===== src/rtl/ping_pong_frame_reader_pkg.sv =====
// Shared types and defaults for the ping-pong buffer frame reader.
package ping_pong_frame_reader_pkg;

  localparam int unsigned FrameLenDef = 256;
  localparam int unsigned AddrWDef    = 8;
  localparam int unsigned DataWDef    = 64;

  typedef enum logic [1:0] {
    StIdle,
    StRead,
    StGap
  } state_e;

  typedef struct packed {
    logic [DataWDef-1:0] cha;
    logic [DataWDef-1:0] chb;
    logic                last;
  } beat_t;

endpackage


===== src/rtl/frame_beat_fifo.sv =====
// Synchronous first-word-fall-through FIFO with occupancy count; read data reads as zero when empty.
module frame_beat_fifo #(
  parameter int unsigned Width = 129,
  parameter int unsigned Depth = 4
) (
  input  logic                       clk,
  input  logic                       rst_n,
  input  logic                       wr_en,
  input  logic [Width-1:0]           wr_data,
  input  logic                       rd_en,
  output logic [Width-1:0]           rd_data,
  output logic                       valid,
  output logic [$clog2(Depth+1)-1:0] count
);

  localparam int unsigned PtrW = (Depth > 1) ? $clog2(Depth) : 1;
  localparam int unsigned CntW = $clog2(Depth + 1);

  logic [Width-1:0] mem [Depth];
  logic [PtrW-1:0]  wr_ptr_q, rd_ptr_q;
  logic [CntW-1:0]  count_q;
  logic             push, pop;

  function automatic logic [PtrW-1:0] ptr_inc(input logic [PtrW-1:0] p);
    return (p == PtrW'(Depth - 1)) ? '0 : p + PtrW'(1);
  endfunction

  assign pop     = rd_en && (count_q != '0);
  // A pop in the same cycle frees the slot, so a full FIFO can still accept a write.
  assign push    = wr_en && ((count_q != CntW'(Depth)) || pop);
  assign valid   = (count_q != '0);
  assign count   = count_q;
  assign rd_data = valid ? mem[rd_ptr_q] : '0;

  always_ff @(posedge clk) begin
    if (push) begin
      mem[wr_ptr_q] <= wr_data;
    end
  end

  always_ff @(posedge clk) begin
    if (!rst_n) begin
      wr_ptr_q <= '0;
      rd_ptr_q <= '0;
      count_q  <= '0;
    end else begin
      if (push) begin
        wr_ptr_q <= ptr_inc(wr_ptr_q);
      end
      if (pop) begin
        rd_ptr_q <= ptr_inc(rd_ptr_q);
      end
      unique case ({push, pop})
        2'b10:   count_q <= count_q + CntW'(1);
        2'b01:   count_q <= count_q - CntW'(1);
        default: count_q <= count_q;
      endcase
    end
  end

endmodule


===== src/rtl/ping_pong_frame_reader.sv =====
// Reads one frame per ready pulse from the ping-pong buffer and streams paired CHA/CHB beats,
// issuing reads only while the output FIFO has credit for every outstanding return.
module ping_pong_frame_reader
  import ping_pong_frame_reader_pkg::*;
#(
  parameter int unsigned FRAME_LEN   = FrameLenDef,
  parameter int unsigned ADDR_W      = AddrWDef,
  parameter int unsigned DATA_W      = DataWDef,
  parameter int unsigned OFIFO_DEPTH = 4,
  parameter int unsigned GAP_CYCLES  = 4
) (
  input  logic                clk,
  input  logic                rst_n,
  input  logic                rd_start_ready,
  output logic                rd_en,
  output logic [ADDR_W-1:0]   rd_addr,
  input  logic [DATA_W-1:0]   cha_data,
  input  logic                cha_valid,
  input  logic                cha_last,
  input  logic [DATA_W-1:0]   chb_data,
  input  logic                chb_valid,
  input  logic                chb_last,
  output logic [2*DATA_W-1:0] m_tdata,
  output logic                m_tvalid,
  input  logic                m_tready,
  output logic                m_tlast,
  output logic                frame_overrun,
  output logic                chan_mismatch
);

  localparam int unsigned BeatW    = 2 * DATA_W + 1;
  localparam int unsigned CntW     = $clog2(OFIFO_DEPTH + 1);
  localparam int unsigned GapW     = (GAP_CYCLES > 1) ? $clog2(GAP_CYCLES) : 1;
  localparam int unsigned BeatCntW = (FRAME_LEN > 1) ? $clog2(FRAME_LEN) : 1;

  state_e              state_q;
  logic [1:0]          pending_q;
  logic [ADDR_W-1:0]   addr_q;
  logic [GapW-1:0]     gap_q;
  logic                inflight_q;
  logic                overrun_q;
  logic                mismatch_q;
  logic [BeatCntW-1:0] beat_cnt_q;

  logic [CntW-1:0]     ofifo_count;
  logic [CntW:0]       credit_used;
  logic                credit_ok;
  logic                have_work, gap_done, frame_start, last_read;
  logic                beat_wr, exp_last, beat_bad, fifo_pop;
  logic [BeatW-1:0]    fifo_wdata, fifo_rdata;

  // ---------------------------------------------------------------------------
  // Read issue
  // ---------------------------------------------------------------------------
  assign have_work   = (pending_q != 2'd0) || rd_start_ready;
  assign gap_done    = (state_q == StGap) && (gap_q == GapW'(GAP_CYCLES - 1));
  assign frame_start = have_work && ((state_q == StIdle) || gap_done);

  // A read issued last cycle has not landed in the FIFO yet but already owns a slot.
  assign credit_used = {1'b0, ofifo_count} + {{CntW{1'b0}}, inflight_q};
  assign credit_ok   = credit_used < (CntW + 1)'(OFIFO_DEPTH);

  assign rd_en     = (state_q == StRead) && credit_ok;
  assign rd_addr   = (state_q == StRead) ? addr_q : '0;
  assign last_read = rd_en && (addr_q == ADDR_W'(FRAME_LEN - 1));

  always_ff @(posedge clk) begin
    if (!rst_n) begin
      state_q    <= StIdle;
      addr_q     <= '0;
      gap_q      <= '0;
      pending_q  <= 2'd0;
      overrun_q  <= 1'b0;
      inflight_q <= 1'b0;
    end else begin
      inflight_q <= rd_en;

      unique case (state_q)
        StIdle: begin
          if (frame_start) begin
            state_q <= StRead;
          end
        end
        StRead: begin
          if (last_read) begin
            addr_q  <= '0;
            gap_q   <= '0;
            state_q <= StGap;
          end else if (rd_en) begin
            addr_q <= addr_q + ADDR_W'(1);
          end
        end
        StGap: begin
          if (gap_done) begin
            state_q <= frame_start ? StRead : StIdle;
          end else begin
            gap_q <= gap_q + GapW'(1);
          end
        end
        default: state_q <= StIdle;
      endcase

      if (rd_start_ready && !frame_start) begin
        if (pending_q == 2'd2) begin
          overrun_q <= 1'b1;
        end else begin
          pending_q <= pending_q + 2'd1;
        end
      end else if (!rd_start_ready && frame_start) begin
        pending_q <= pending_q - 2'd1;
      end
    end
  end

  // ---------------------------------------------------------------------------
  // Return path
  // ---------------------------------------------------------------------------
  assign beat_wr  = cha_valid || chb_valid;
  assign exp_last = (beat_cnt_q == BeatCntW'(FRAME_LEN - 1));
  assign beat_bad = (cha_valid != chb_valid)
                 || (beat_wr && (cha_last != chb_last))
                 || (cha_valid && (cha_last != exp_last))
                 || (chb_valid && (chb_last != exp_last));

  always_ff @(posedge clk) begin
    if (!rst_n) begin
      beat_cnt_q <= '0;
      mismatch_q <= 1'b0;
    end else begin
      if (beat_wr) begin
        beat_cnt_q <= exp_last ? '0 : beat_cnt_q + BeatCntW'(1);
      end
      if (beat_bad) begin
        mismatch_q <= 1'b1;
      end
    end
  end

  // Framing comes from our own beat count; the channel last flags are only cross-checked.
  assign fifo_wdata = {cha_data, chb_data, exp_last};
  assign fifo_pop   = m_tvalid && m_tready;

  frame_beat_fifo #(
    .Width(BeatW),
    .Depth(OFIFO_DEPTH)
  ) u_fifo (
    .clk    (clk),
    .rst_n  (rst_n),
    .wr_en  (beat_wr),
    .wr_data(fifo_wdata),
    .rd_en  (fifo_pop),
    .rd_data(fifo_rdata),
    .valid  (m_tvalid),
    .count  (ofifo_count)
  );

  assign m_tdata       = fifo_rdata[BeatW-1:1];
  assign m_tlast       = fifo_rdata[0];
  assign frame_overrun = overrun_q;
  assign chan_mismatch = mismatch_q;

endmodule

===== config.mk =====
export PLATFORM = sky130hd
export DESIGN_NAME = ping_pong_frame_reader
export DESIGN_NICKNAME = d
export VERILOG_FILES = /design/src/rtl/ping_pong_frame_reader_pkg.sv /design/src/rtl/frame_beat_fifo.sv /design/src/rtl/ping_pong_frame_reader.sv
export SDC_FILE = /design/constraint.sdc
export NUM_CORES = 1
export LEC_CHECK = 0
export ABC_AREA = 1
export CAP_MARGIN = 20
export CORE_ASPECT_RATIO = 0.5
export CORE_MARGIN = 5
export CORE_UTILIZATION = 58
export CTS_CLUSTER_DIAMETER = 100
export DETAILED_ROUTE_END_ITERATION = 7
export DONT_BUFFER_PORTS = 1
export PLACE_DENSITY = 0.83
export SKIP_LAST_GASP = 1
export SYNTH_ARGS = -nofsm -noshare
export SYNTH_HDL_FRONTEND = slang
export SYNTH_SLANG_ARGS = --single-unit

===== constraint.sdc =====
create_clock -name clk -period 11.39 [get_ports clk]
set_clock_uncertainty 0.05 [all_clocks]
set_input_delay 1.139 -clock clk [delete_from_list [all_inputs] [get_ports clk]]
set_output_delay 1.139 -clock clk [all_outputs]
set_load 0.02 [all_outputs]

Word-level counts from Yosys, hierarchy flattened
Memory sizes are Yosys's and may differ from the RTL's. A register that Yosys moved wholly into a read port is not among the register bits.
Index checks and enable logic that the tools add are counted.
{"block": "op_classes", "add_sub_neg": 10, "multipliers": 0, "div_mod_pow": 0, "n_lt_le_gt_ge": 1, "n_eq_ne": 20, "n_shift": 0, "n_mux": 23, "bitwise_logic": 0, "reduce_logical": 33}
{"cell": "129-bit 2-to-1 mux", "count": 1}
{"cell": "8-bit 2-to-1 mux", "count": 4}
{"cell": "2-bit 2-to-1 mux", "count": 12}
{"cell": "8-bit by 1-bit adder with 8-bit output, second input constant", "count": 2}
{"cell": "8-bit equality test, second input constant", "count": 2}
{"cell": "2-bit equality test, second input constant", "count": 6}
{"cell": "1-bit logical AND", "count": 12}
{"cell": "2-bit inequality test, second input constant", "count": 5}
{"cell": "2-bit nonzero test", "count": 5}
{"cell": "2-bit by 1-bit adder with 2-bit output, second input constant", "count": 4}
{"cell": "1-bit logical OR", "count": 7}
{"cell": "2-bit case mux with 3 select lines", "count": 1}
{"cell": "3-bit case mux with 2 select lines", "count": 1}
{"cell": "2-bit AND reduction", "count": 3}
{"cell": "3-bit AND reduction", "count": 2}
{"cell": "3-bit by 1-bit adder with 4-bit output", "count": 1}
{"cell": "2-bit by 1-bit equality test with 1-bit output, second input constant", "count": 2}
{"cell": "4-bit by 3-bit less-than comparator with 1-bit output, second input constant", "count": 1}
{"cell": "1-bit inequality test", "count": 4}
{"cell": "2-bit case mux with 2 select lines", "count": 1}
{"cell": "3-bit by 1-bit adder with 3-bit output, second input constant", "count": 1}
{"cell": "1-bit 2-to-1 mux", "count": 3}
{"cell": "3-bit inequality test, second input constant", "count": 1}
{"cell": "3-bit nonzero test", "count": 1}
{"cell": "other kinds (4)", "count": 5}
{"block": "totals", "ff_bits": 32, "latchBits": 0, "ram_bits": 516, "rom_bits": 0, "out_inout_bits": 141, "elab_cells": 99, "memories": 1}
{"name": "u_fifo.mem", "words": 4, "width": 129, "read_ports": 1, "rd_clocked_by_memory_dff": 1, "wr": 1, "line_no": "frame_beat_fifo.sv:19", "rtl": "logic [Width-1:0] mem [Depth];"}

Longest topological paths before layout
{"block": "depth", "ltp_word": 8, "mapped_depth": 11, "ltp_nobuf": 11}

Hierarchy
A second synthesis with hierarchy kept.
{"block": "unflattened", "cells_unflattened": 1793, "area_unflattened_um2": 21825.9}
{"mod": "frame_beat_fifo", "instances": 1, "cells_each": 1586, "area_per_inst_um2": 20452.1}
{"mod": "ping_pong_frame_reader", "instances": 1, "cells_each": 207, "area_per_inst_um2": 1373.8}

Worst setup path before layout
No wires, ideal clock.
{"block": "synth_timing", "kind": "input-to-reg", "startpoint": "in cha_valid", "endpoint": "mem u_fifo.mem[0][0] (enable)", "setup_ns": 0.619, "arrival_ns": 7.048, "setup_slack_ns": 3.672, "stages": 5, "path_cell_list": "inv_1 -> ha_1 -> clkinv_1 -> nand2_1 -> nor2_1"}
{"block": "synth_via", "elab_chain_len": 4}
{"element": "start, declared", "line_no": "ping_pong_frame_reader.sv:18", "rtl": "input logic cha_valid,"}
{"element": "1-bit logical OR", "line_no": "ping_pong_frame_reader.sv:118", "rtl": "assign beat_wr = cha_valid || chb_valid;"}
{"element": "1-bit logical AND", "line_no": "frame_beat_fifo.sv:30", "rtl": "assign push = wr_en && ((count_q != CntW'(Depth)) || pop);"}
{"element": "1-bit 2-to-1 mux", "line_no": "frame_beat_fifo.sv:36", "rtl": "if (push) begin"}
{"element": "1-bit 2-to-1 mux (implied by the code)", "line_no": "frame_beat_fifo.sv:37", "rtl": "mem[wr_ptr_q] <= wr_data;"}
{"element": "end, declared", "line_no": "frame_beat_fifo.sv:19"}
Every way passes these cells.

==> summary.txt <==
Place
  • DPL Wire Length: between 20000 and 30000 µm
  • I/O Buffers: 0
  • Gp weighted congestion: approximately 0.8

Logic synthesis
  • Seq cells post-synth: between 500 and 600
  • Top cells by count, synth: nor2_1 (558), edfxtp_1 (516), o21ai_0 (271)
  • Synth top area cells: edfxtp_1 (71%), nor2_1 (9.6%), o21ai_0 (6.2%)
  • Cells after synthesis: about 1800
  • Synth cell types: 32
  • Synthesized area: ~22000 µm²
  • Post-synth ARST share: 0%
  • Synth warn: 0
  • Top FF cell, synth: edfxtp_1
  • Top-count cell post-synth: nor2_1
  • EDFF count, synth: just over 500
  • Avg Inst Size Synth: between 10 and 15 µm²
  • Synth area leader: edfxtp_1
  • Sequential area share after synthesis: 74.3%
  • Share of the synthesized area in the top cell type: a little under three quarters
  • Post-synthesis net count: between 1500 and 2000

STA
  • Minimum clock period: approximately 5.3 ns
  • Headroom to the max-slew limit: roughly a quarter
  • Max Clk Rate: roughly 0.19 GHz
  • Crit share post-route: around 46%
  • TNS Setup: 0 ns
  • Worst-margin pin slew: ~1.1 ns
  • RSZ-0062 raised after global routing: false
  • Slew Viols, Final: 0
  • Final setup viols: 0
  • Final Hold Fails: 0

Worst setup path
  • Slack of the worst reg-to-reg path: between 8 and 9 ns
  • Critical Path RT: approximately 10 ns
  • Critical Path Source Type: flop
  • Critical path class: reg -> out
  • Crit-path max FO: between 90 and 100
  • CP Capture Type: output pin
  • WP data arrival: roughly 4.1 ns
  • Worst r2r src: u_fifo.count[1]

GRT
  • GR met2 Demand/Resource: a little under 40%
  • Most used routing layer: met2
  • Antenna violations before repair: 1
  • Vias in the first global route: roughly 13000
  • GR Util All Layers: between 20% and 30%
  • First-pass GRT wire length: a little over 70000 µm
  • Largest net degree at the start of global routing: approximately 130
  • Met1 global-route usage: 26.4%
  • Met3 Use GR: around 3.8%
  • Overflow after GRT: 0

Drt
  • Via density per instance: between 5 and 6
  • Final wirelength: around 47000 µm
  • Pre-Repair DR Iteration Count: 6
  • DR DRC count: 0
  • Total number of vias: between 10000 and 15000
  • Initial DRC count: between 1000 and 1500
  • WL per Instance: roughly 20 µm
  • Post-route ant nets: 0

Power
  • Total power: between 5 and 6 mW
  • VDD IR max: between 150 and 200 µV
  • Leakage: approximately 7.9 nW
  • Power per cell area: roughly 250 nW/µm²

Cells and area
  • Area of the multi-input gates: approximately 4800 µm²
  • Antenna cells: 0
  • Sequential Area: 16200 µm²
  • Layout net count: between 1500 and 2000
  • Share of layout cells above drive strength 1: roughly 5.3%
  • Layout area overhead: 7.65%
  • Filler Cells Inserted: 2600

Clock tree
  • CTS buffer count: 46
  • Clk buf depth: 3
  • Clock-pin slew on the worst setup and hold paths: roughly 0.060 ns
  • Clk_lat worst skew: 0.55 ns
  • H-tree depth: 2
  • Post CTS Setup Buffer Count: 0
  • Post-CTS Hold Fix Bufs: 0
  • Clock root cell: clkbuf_16
  • Post-CTS sizing: 0
  • Sink Count: 550
  • CTS tree: done

Status
  • Status: finished clean

Die
  • Ports: between 200 and 300
  • Die ar.: 41700 µm²
  • Core area: approximately 37000 µm²
  • Die Span Y: around 150 µm
  • Starting density of the core: 58.5%
  • FP Rows: 50
  • Die W: roughly 280 µm

Hold path
  • Hold path startpoint: pending_q[1]
  • Min-Delay Path Class: reg -> reg

Run
  • Max_cap viols: 0
area by class of cell:
type | instances | share of cell area, %
Inverter | 53 | 0.892
Tap cell | 494 | 2.64
Clock buffer | 57 | 5.18
Sequential cell | 550 | 69.0
Timing Repair Buffer | 16 | 0.651
Clock inverter | 26 | 1.06
Multi-Input combinational cell | 1080 | 20.5
worst paths after layout:
path / to / cells after the start
setup / recovery: m_tdata[38] / 7
hold / removal: pending_q[1] / 1
setup reg to reg: u_fifo.mem[1][59] / 6
hold reg to reg: pending_q[1] / 1
worst max-delay path, cell delays in order (launching register included):
cell	delay [ns]
dfxtp_4	0.77
buf_4	0.87
buf_4	0.63
buf_12	0.34
nor2_1	0.08
nor2_1	0.08
o21ai_0	0.10
a21oi_1	0.58
per-layer routing:
metal  wire length (µm)  part of all wire (%)
met5                  0                     0
met4               1850                   4.0
met3               3040                   6.5
met2              24700                    53
met1              17000                    37
registers in the layout, indices dropped and copies added (netlist names), named ones only:
register,flops
addr_q,8
beat_cnt_q,8
chan_mismatch,1
frame_overrun,1
gap_q,2
inflight_q,1
pending_q,2
state_q,2
u_fifo.count,3
u_fifo.mem,516
u_fifo.rd_ptr_q,2
u_fifo.wr_ptr_q,2
metrics by stage:
step / worst slack (ns) / cells / util (%) / hold slack [ns] / area [µm²]
finish: 6.13 / 2276 / 63.0 / 0.420 / 23400
global route: 5.85 / 2276 / 63.0 / 0.442 / 23400
CTS: 5.94 / 2274 / 62.8 / 0.420 / 23400
detailed placement: 6.55 / 2191 / 58.9 / 0.411 / 21900
global placement: 6.61 / 2191 / 58.9 / 0.397 / 21900
floorplan: 3.67 / 1784 / - / 0.379 / 21800
where the power goes:
part | internal, mW | switching, mW | total, mW
combinational | 0.320 | 1.37 | 1.69
sequential | 2.48 | 0.102 | 2.59
clock | 0.854 | 0.688 | 1.54
total | 3.66 | 2.16 | 5.81
cell usage in the layout (no fill, tap or decap), types with 2 or more instances in the layout:
| master | instances |
|---|---|
| nor2_1 | 554 |
| edfxtp_1 | 516 |
| o21ai_0 | 271 |
| a21oi_1 | 148 |
| nand2_1 | 50 |
| inv_1 | 47 |
| clkbuf_16 | 47 |
| dfxtp_1 | 32 |
| nand3_1 | 18 |
| buf_4 | 14 |
| clkinv_1 | 12 |
| ha_1 | 10 |
| clkbuf_1 | 10 |
| clkinv_2 | 8 |
| nor2_4 | 6 |
| nor3_1 | 4 |
| nand4_1 | 4 |
| bufinv_16 | 4 |
| o21ai_1 | 3 |
| xor2_1 | 3 |
| inv_6 | 3 |
| inv_4 | 2 |
| dfxtp_4 | 2 |
kinds of logic (layout without fill, tap and decap cells):
group	after synthesis	in the layout	synth area share (%)
simple gates	640	640	11.3
xor+xnor	3	3	0.121
flops	550	550	74.3
buf+inv	154	152	3.74
compound gates	426	426	9.84
fa+ha+maj	11	11	0.667
No activity file was read; power rests on OpenSTA's default activity.
